File: src/rtl/shift_add_multiplier.sv
// -----------------------------------------------------------------------------
// shift_add_multiplier
//   Sequential unsigned shift-and-add multiplier. A start strobe in IDLE
//   captures two SIZE-bit operands. Each RUN cycle adds the shifted
//   multiplicand into the accumulator when the current multiplier LSB is set,
//   then shifts the multiplicand left and the multiplier right. RUN ends early
//   once the remaining multiplier bits are all zero.
//
//   Handshake: start is sampled only in IDLE and is ignored while busy=1,
//   including the DONE cycle. There is no queueing. done pulses for exactly
//   one cycle (the DONE state), and product/ovf are valid in that cycle and
//   hold until the next result or reset.
//
// Ports
//   clk           rising-edge system clock
//   reset         asynchronous, active-high; clears all state and outputs
//   start         request, sampled only in IDLE
//   multiplicand  operand A, captured on the accepting edge
//   multiplier    operand B, captured on the accepting edge
//   product       registered 2*SIZE-bit result
//   busy          high in every state except IDLE
//   done          one-cycle pulse that marks product as valid
//   ovf           product upper half is non-zero, registered with product
// -----------------------------------------------------------------------------
module shift_add_multiplier #(
  parameter int SIZE = 32
) (
  input  logic              clk,
  input  logic              reset,
  input  logic              start,
  input  logic [SIZE-1:0]   multiplicand,
  input  logic [SIZE-1:0]   multiplier,
  output logic [2*SIZE-1:0] product,
  output logic              busy,
  output logic              done,
  output logic              ovf
);

  localparam int CW = (SIZE > 1) ? $clog2(SIZE) : 1;

  // LOAD is the cycle after the accepting edge. The zero-operand check is made
  // there on the captured registers, which gives DONE after edge N+1 for a
  // non-zero pair and after edge 1 when either operand is zero.
  typedef enum logic [1:0] {
    IDLE = 2'd0,
    LOAD = 2'd1,
    RUN  = 2'd2,
    DONE = 2'd3
  } state_t;

  state_t state;
  state_t state_next;

  logic [2*SIZE-1:0] mcand_sh;
  logic [2*SIZE-1:0] acc;
  logic [2*SIZE-1:0] acc_add;
  logic [SIZE-1:0]   mplier_sh;
  logic [SIZE-1:0]   mplier_shr;
  logic [CW-1:0]     cnt;
  logic              run_last;
  logic              zero_op;

  // Datapath helpers for the current RUN step.
  always_comb begin
    acc_add    = mplier_sh[0] ? (acc + mcand_sh) : acc;
    mplier_shr = mplier_sh >> 1;
    // cnt bound only matters if the multiplier MSB was set; it keeps the
    // loop finite regardless of the shift-out condition.
    run_last   = (mplier_shr == '0) || (cnt == CW'(SIZE - 1));
    zero_op    = (mcand_sh == '0) || (mplier_sh == '0);
  end

  // State register.
  always_ff @(posedge clk or posedge reset) begin
    if (reset) begin
      state <= IDLE;
    end else begin
      state <= state_next;
    end
  end

  // Next-state logic.
  always_comb begin
    state_next = state;
    case (state)
      IDLE:    if (start) state_next = LOAD;
      LOAD:    state_next = zero_op ? DONE : RUN;
      RUN:     if (run_last) state_next = DONE;
      DONE:    state_next = IDLE;
      default: state_next = IDLE;
    endcase
  end

  // Status decoded straight from the state flops.
  assign busy = (state != IDLE);
  assign done = (state == DONE);

  // Operand, accumulator and result registers.
  always_ff @(posedge clk or posedge reset) begin
    if (reset) begin
      mcand_sh  <= '0;
      mplier_sh <= '0;
      acc       <= '0;
      cnt       <= '0;
      product   <= '0;
      ovf       <= 1'b0;
    end else begin
      case (state)
        IDLE: begin
          if (start) begin
            mcand_sh  <= {{SIZE{1'b0}}, multiplicand};
            mplier_sh <= multiplier;
            acc       <= '0;
            cnt       <= '0;
          end
        end
        LOAD: begin
          if (zero_op) begin
            product <= '0;
            ovf     <= 1'b0;
          end
        end
        RUN: begin
          acc       <= acc_add;
          mcand_sh  <= mcand_sh << 1;
          mplier_sh <= mplier_shr;
          cnt       <= cnt + CW'(1);
          // Result is committed on the same edge that enters DONE and
          // includes this final partial add.
          if (run_last) begin
            product <= acc_add;
            ovf     <= |acc_add[2*SIZE-1:SIZE];
          end
        end
        default: ;
      endcase
    end
  end

endmodule
File: config.mk
export PLATFORM = sky130hd
export DESIGN_NAME = shift_add_multiplier
export DESIGN_NICKNAME = d
export VERILOG_FILES = /design/src/rtl/shift_add_multiplier.sv
export SDC_FILE = /design/constraint.sdc
export NUM_CORES = 1
export LEC_CHECK = 0
export BUFFER_PORTS_ARGS = -buffer_cell sky130_fd_sc_hd__buf_2
export CORE_MARGIN = 5
export CORE_UTILIZATION = 60
export DETAILED_ROUTE_END_ITERATION = 6
export GPL_TIMING_DRIVEN = 0
export PLACE_DENSITY_LB_ADDON = 0.1
export REMOVE_ABC_BUFFERS = 1
export SLEW_MARGIN = 40
export SYNTH_ARGS = -nofsm -noshare
export SYNTH_HDL_FRONTEND = slang
export SYNTH_SLANG_ARGS = --single-unit
File: constraint.sdc
create_clock -name clk -period 9.8 [get_ports clk]
set_input_delay 1.96 -clock clk [delete_from_list [all_inputs] [get_ports clk]]
set_output_delay 1.96 -clock clk [all_outputs]
set_load 0.05 [all_outputs]
Word level (Yosys, flattened, before mapping)
Cells that the tools add are included.

Output and inout port bits: 67. Input bits: 67. Register bits: 232. Logic and storage cells: 48.

Muxes and demuxes: 19. $add $sub $neg: 2. Equality and inequality tests: 7. Reductions and logical operators: 13.

Operators by type and width (count): $pmux 64 s2 (3); $mux 64 (5); $add 64x64->64 (1); $logic_not 32->1 (2); $logic_not 64->1 (1); $pmux 32 s2 (1); $mux 32 (1); $reduce_or 32->1 (1); $pmux 5 s2 (1); $pmux 2 s4 (1); $ne 2x2->1 const B (3); $reduce_bool 2->1 (3); $add 5x1->5 const B (1); $eq 5x5->1 const B (1); $mux 5 (1); $eq 2x2->1 const B (2); $mux 2 (2); $reduce_and 2->1 (2); $mux 1 (3); $reduce_and 3->1 (1); $eq 2x1->1 const B (1); $logic_not 2->1 (1); $logic_or 1x1->1 (2); $pmux 1 s2 (1).

Logic depth before layout (Yosys ltp)
Word-level depth: 5. Mapped depth: 13. Mapped depth without buffers: 13.

Least setup slack after synthesis
OpenSTA, ideal clock, no wires.

Path kind: reg-to-reg. From: reg mcand_sh[0]. To: reg ovf. Required time: 9.675 ns. Clock period less this slack: 3.452 ns. Path buffers: 0. Stages on the path, launching flop included: 14. Setup slack: 6.348 ns. Setup time: 0.125 ns. Arrival: 3.327 ns. Cells stage by stage: dfrtp_1 -> ha_1 -> fa_1 -> a211oi_2 -> o211ai_2 -> a32oi_4 -> a31oi_1 -> nor2_1 -> o21ai_2 -> xnor2_1 -> mux2_2 -> or4_1 -> nor4_1 -> nor2_1.

Word-level cells in the longest chain between the ends: 5. Elaborated cells on any way between the ends: 9. Those cells by class: add/sub (1); eq/ne (1); mux (3); reduce/logical (4).

Ends and longest elaborated chain: from (decl) (RTL line 54) `logic [2*SIZE-1:0] mcand_sh;`; from (signal assigned) (RTL line 111) `mcand_sh <= {{SIZE{1'b0}}, multiplicand};`; from (signal assigned) (RTL line 125) `mcand_sh <= mcand_sh << 1;`; $add 64x64->64 (RTL line 65) `acc_add = mplier_sh[0] ? (acc + mcand_sh) : acc;`; $mux 64 (RTL line 65); $reduce_or 32->1 (RTL line 132) `ovf <= |acc_add[2*SIZE-1:SIZE];`; $mux 1 (RTL line 130) `if (run_last) begin`; $pmux 1 s2 (RTL line 108) `case (state)`; to (signal assigned) (RTL line 132); to (decl) (RTL line 36) `output logic ovf`.

Parallel ways exist; a longest one is shown, timed or not. The select of a mux whose other input is x is not followed. A chain may end at the register's enable or synchronous reset.

Worst setup path after layout
Ends and elaborated chain as after synthesis.

==> results.cfg <==
[yosys]
synth-edff-count = 0
synthSimpleGateAreaFrac = 0.215
synth-async-reset-ratio = 1.00
syn_area_per_cell_um2 = 8.33
synth-xor-area-share = 0.0258
yosysSeqAreaShare = 0.388
syn-instance-count = 1795
synth_top_cell_area_share = 0.388
synth-compound-area-share = 0.200
synth_top_cell_by_area = dfrtp_1
synth_cell_types = 84
ys_ff_latch = 232
synth_area_um2 = 15000
synth-main-ff-cell = dfrtp_1
yosysWarnings = 0
synth_fa_ha_area_frac = 0.0591
synth_top_family_by_area = simple AND/OR/NAND/NOR gates
synth.area.top_cells = dfrtp_1 39%, nand2_1 10%, o21ai_0 8.0%, ha_1 5.8%, mux2i_1 4.5%
muxShareOfSynthArea = 0.0707

[power_and_ir_drop]
power_density_nw_per_um2 = 306
cellLeakagePower_nw = 7.82
ir_drop_mv = 0.310

[timing]
worst_pin_slew_ns = 0.808
rsz0062_at_grt = no
max_freq_mhz = 210
slew_headroom = 0.456
setup_violations = 0
min_period_ns = 4.75
period_share = 0.485
finalHoldViolations = 0
slew_viol_final = 0
fin_ws_ns = 5.05
finalClockSkew_ns = 0.0130

[placed_design]
placed_cell_area_um2 = 16000
hpwl_um = 32000
dp_worst_setup_slack_ns = 5.22
gp_congestion = 0.934
numPortBuffers = 133

[finish]
drive_gt1_frac = 0.140
fin_nets = 1995
synthToLayoutAreaGrowth_pct = 12.9
fillers = 1987
final_area_um2 = 16900

[drt]
wl_um = 42700
drt-initial-drc-count = 1133
drcViolationCount = 0
vias = 13400
drtPass1Iterations = 7
routedWlPerCell_um = 19.4
detail-route-antenna-nets = 0
viasPerCell = 6.11

[global_routing]
track_usage = 0.298
grt_pass1_vias = 13100
gr-total-overflow = 0
grt_pass1_wl_um = 69300
antenna_found_initial = 3
grt_max_degree = 80

[critical_path]
cp_cell_sequence = ha_1 -> fa_1 -> a211oi_2 -> o21ai_0 -> nand2_1 -> o2111ai_1 -> nand4_1 -> o31ai_1 -> xor2_1 -> a211o_1 -> a2111o_1 -> nor4_1 -> nor2_1
start_kind = register
critPathLaunch = mcand_sh[0]
cp_top_family = compound AO/OA/AOI/OAI gates
cp_max_fo = 4
critPathBufInv = 0
crit_path_top_delay_cell = o31ai_1
rr_startpoint = mcand_sh[0]
worstSetupPathType = register to register
endpoint_kind = register
cpPeakStageDelay_ns = 0.66
cp.required_ns = 10.23
arrival_ns = 5.19

[clock_tree]
numCtsBuffers = 26
cts_tree = yes
cts_hold_buf = 0
clk_pin_slew_ns = 0.06
insertion_delay_ns = 0.55
clockBufferDepth = 3
htreeDepth = 1
cts_resized = 0
clock_sinks = 232
post_cts.repair.setup_buffers = 0
cts_root_buf = clkbuf_16

[floorplan]
die_w_um = 168
start_util = 0.611
core_area_um2 = 24500
io_pins = 134
die-area_um2 = 28200
fp.dieH_um = 168
core.rowCount = 57

[flow_run]
cap_violations = 0

[worst_hold_path]
hp-start = product[38]
hp-class = register to register

[run_status]
outcome = finished, final reports clean
-- flip-flops by register name (all words and copies together), names as in the netlist --
name,count
acc,64
mcand_sh,64
product,64
mplier_sh,32
cnt,5
state,2
ovf,1
-- final cells by class --
type / instances / area [um2] / share of cell area
Antenna cell: 1 / 2.50 / 0.000148
Clock buffer: 36 / 708 / 0.0420
Clock inverter: 9 / 175 / 0.0104
Inverter: 27 / 109 / 0.00645
Multi-Input combinational cell: 1417 / 8590 / 0.509
Sequential cell: 232 / 5810 / 0.344
Tap cell: 324 / 405 / 0.0240
Timing Repair Buffer: 154 / 1080 / 0.0640
-- cells in the mapped netlist, types with 8 or more instances --
library cell,number
xnor2_1,25
nand3_1,63
o21ai_1,8
o21ai_0,240
o31ai_1,10
ha_1,69
nand2_1,407
a21oi_1,91
buf_2,28
nor2b_1,12
nand2b_1,14
nor4_1,29
a21o_1,22
mux2_2,33
buf_1,19
dfrtp_1,232
or3_1,10
xor2_1,19
inv_1,26
nor3_1,22
nand4_1,45
nor2_1,63
and2_1,11
o211ai_1,12
clkbuf_1,66
mux2i_1,67
o21a_1,15
-- report_power, final --
part | switching, mW | internal [mW]
registers | 0.279 | 1.25
logic | 1.71 | 0.915
clock network | 0.402 | 0.611
-- metal layers --
layer  GRT usage  part of all wire  vias up
met5           0           0.00066        -
met4      0.0907             0.029        4
met3      0.0586             0.074       86
met2       0.463              0.45      443
met1       0.425              0.45     6377
li1            -                 -     6530
-- worst register-to-register path, delay by kind of cell (launching register included) --
kind            cells  cell delay (ns)
flops               1             0.43
compound gates      6             2.58
fa+ha+maj           2             0.52
xor+xnor            1             0.19
simple gates        4             0.91
-- placed cells by master, fill, tap and decap left out, types with 25 or more instances in the layout --
cell type	instances
a21oi_1	91
buf_2	133
clkbuf_16	26
dfrtp_1	231
ha_1	68
mux2_2	33
mux2i_1	67
nand2_1	407
nand3_1	63
nand4_1	45
nor2_1	63
nor4_1	29
o21ai_0	240
xnor2_1	25
-- through the flow --
| stage | util | total power, mW | setup TNS, ns | instances | hold slack, ns |
|---|---|---|---|---|---|
| 2_1_floorplan | - | 3.37 | -731.53 | 1676 | 0.445 |
| 3_3_place_gp | 0.634 | 3.98 | -2676.23 | 2133 | 0.455 |
| 3_5_place_dp | 0.654 | 4.13 | 0 | 2154 | 0.459 |
| 4_1_cts | 0.690 | 5.17 | 0 | 2199 | 0.473 |
| 5_1_grt | 0.690 | 5.51 | 0 | 2199 | 0.494 |
| 6_report | 0.690 | 5.16 | 0 | 2200 | 0.467 |
-- cell families after synthesis --
logic type | Yosys count
simple gates | 711
compound gates | 491
flops | 232
buf+inv | 146
mux | 101
fa+ha+maj | 70
xor+xnor | 44
-- worst paths after layout --
path	cells past startpoint	slack [ns]	to
worst min-delay path	2	0.47	product[38]
max in group asynchronous	3	7.49	mplier_sh[0]
worst min register to register	2	0.47	product[38]
min in group asynchronous	2	1.48	acc[6]
worst max-delay path	13	5.05	ovf
worst max register to register	13	5.05	ovf
Note: power is estimated with default switching activity, not from simulation.
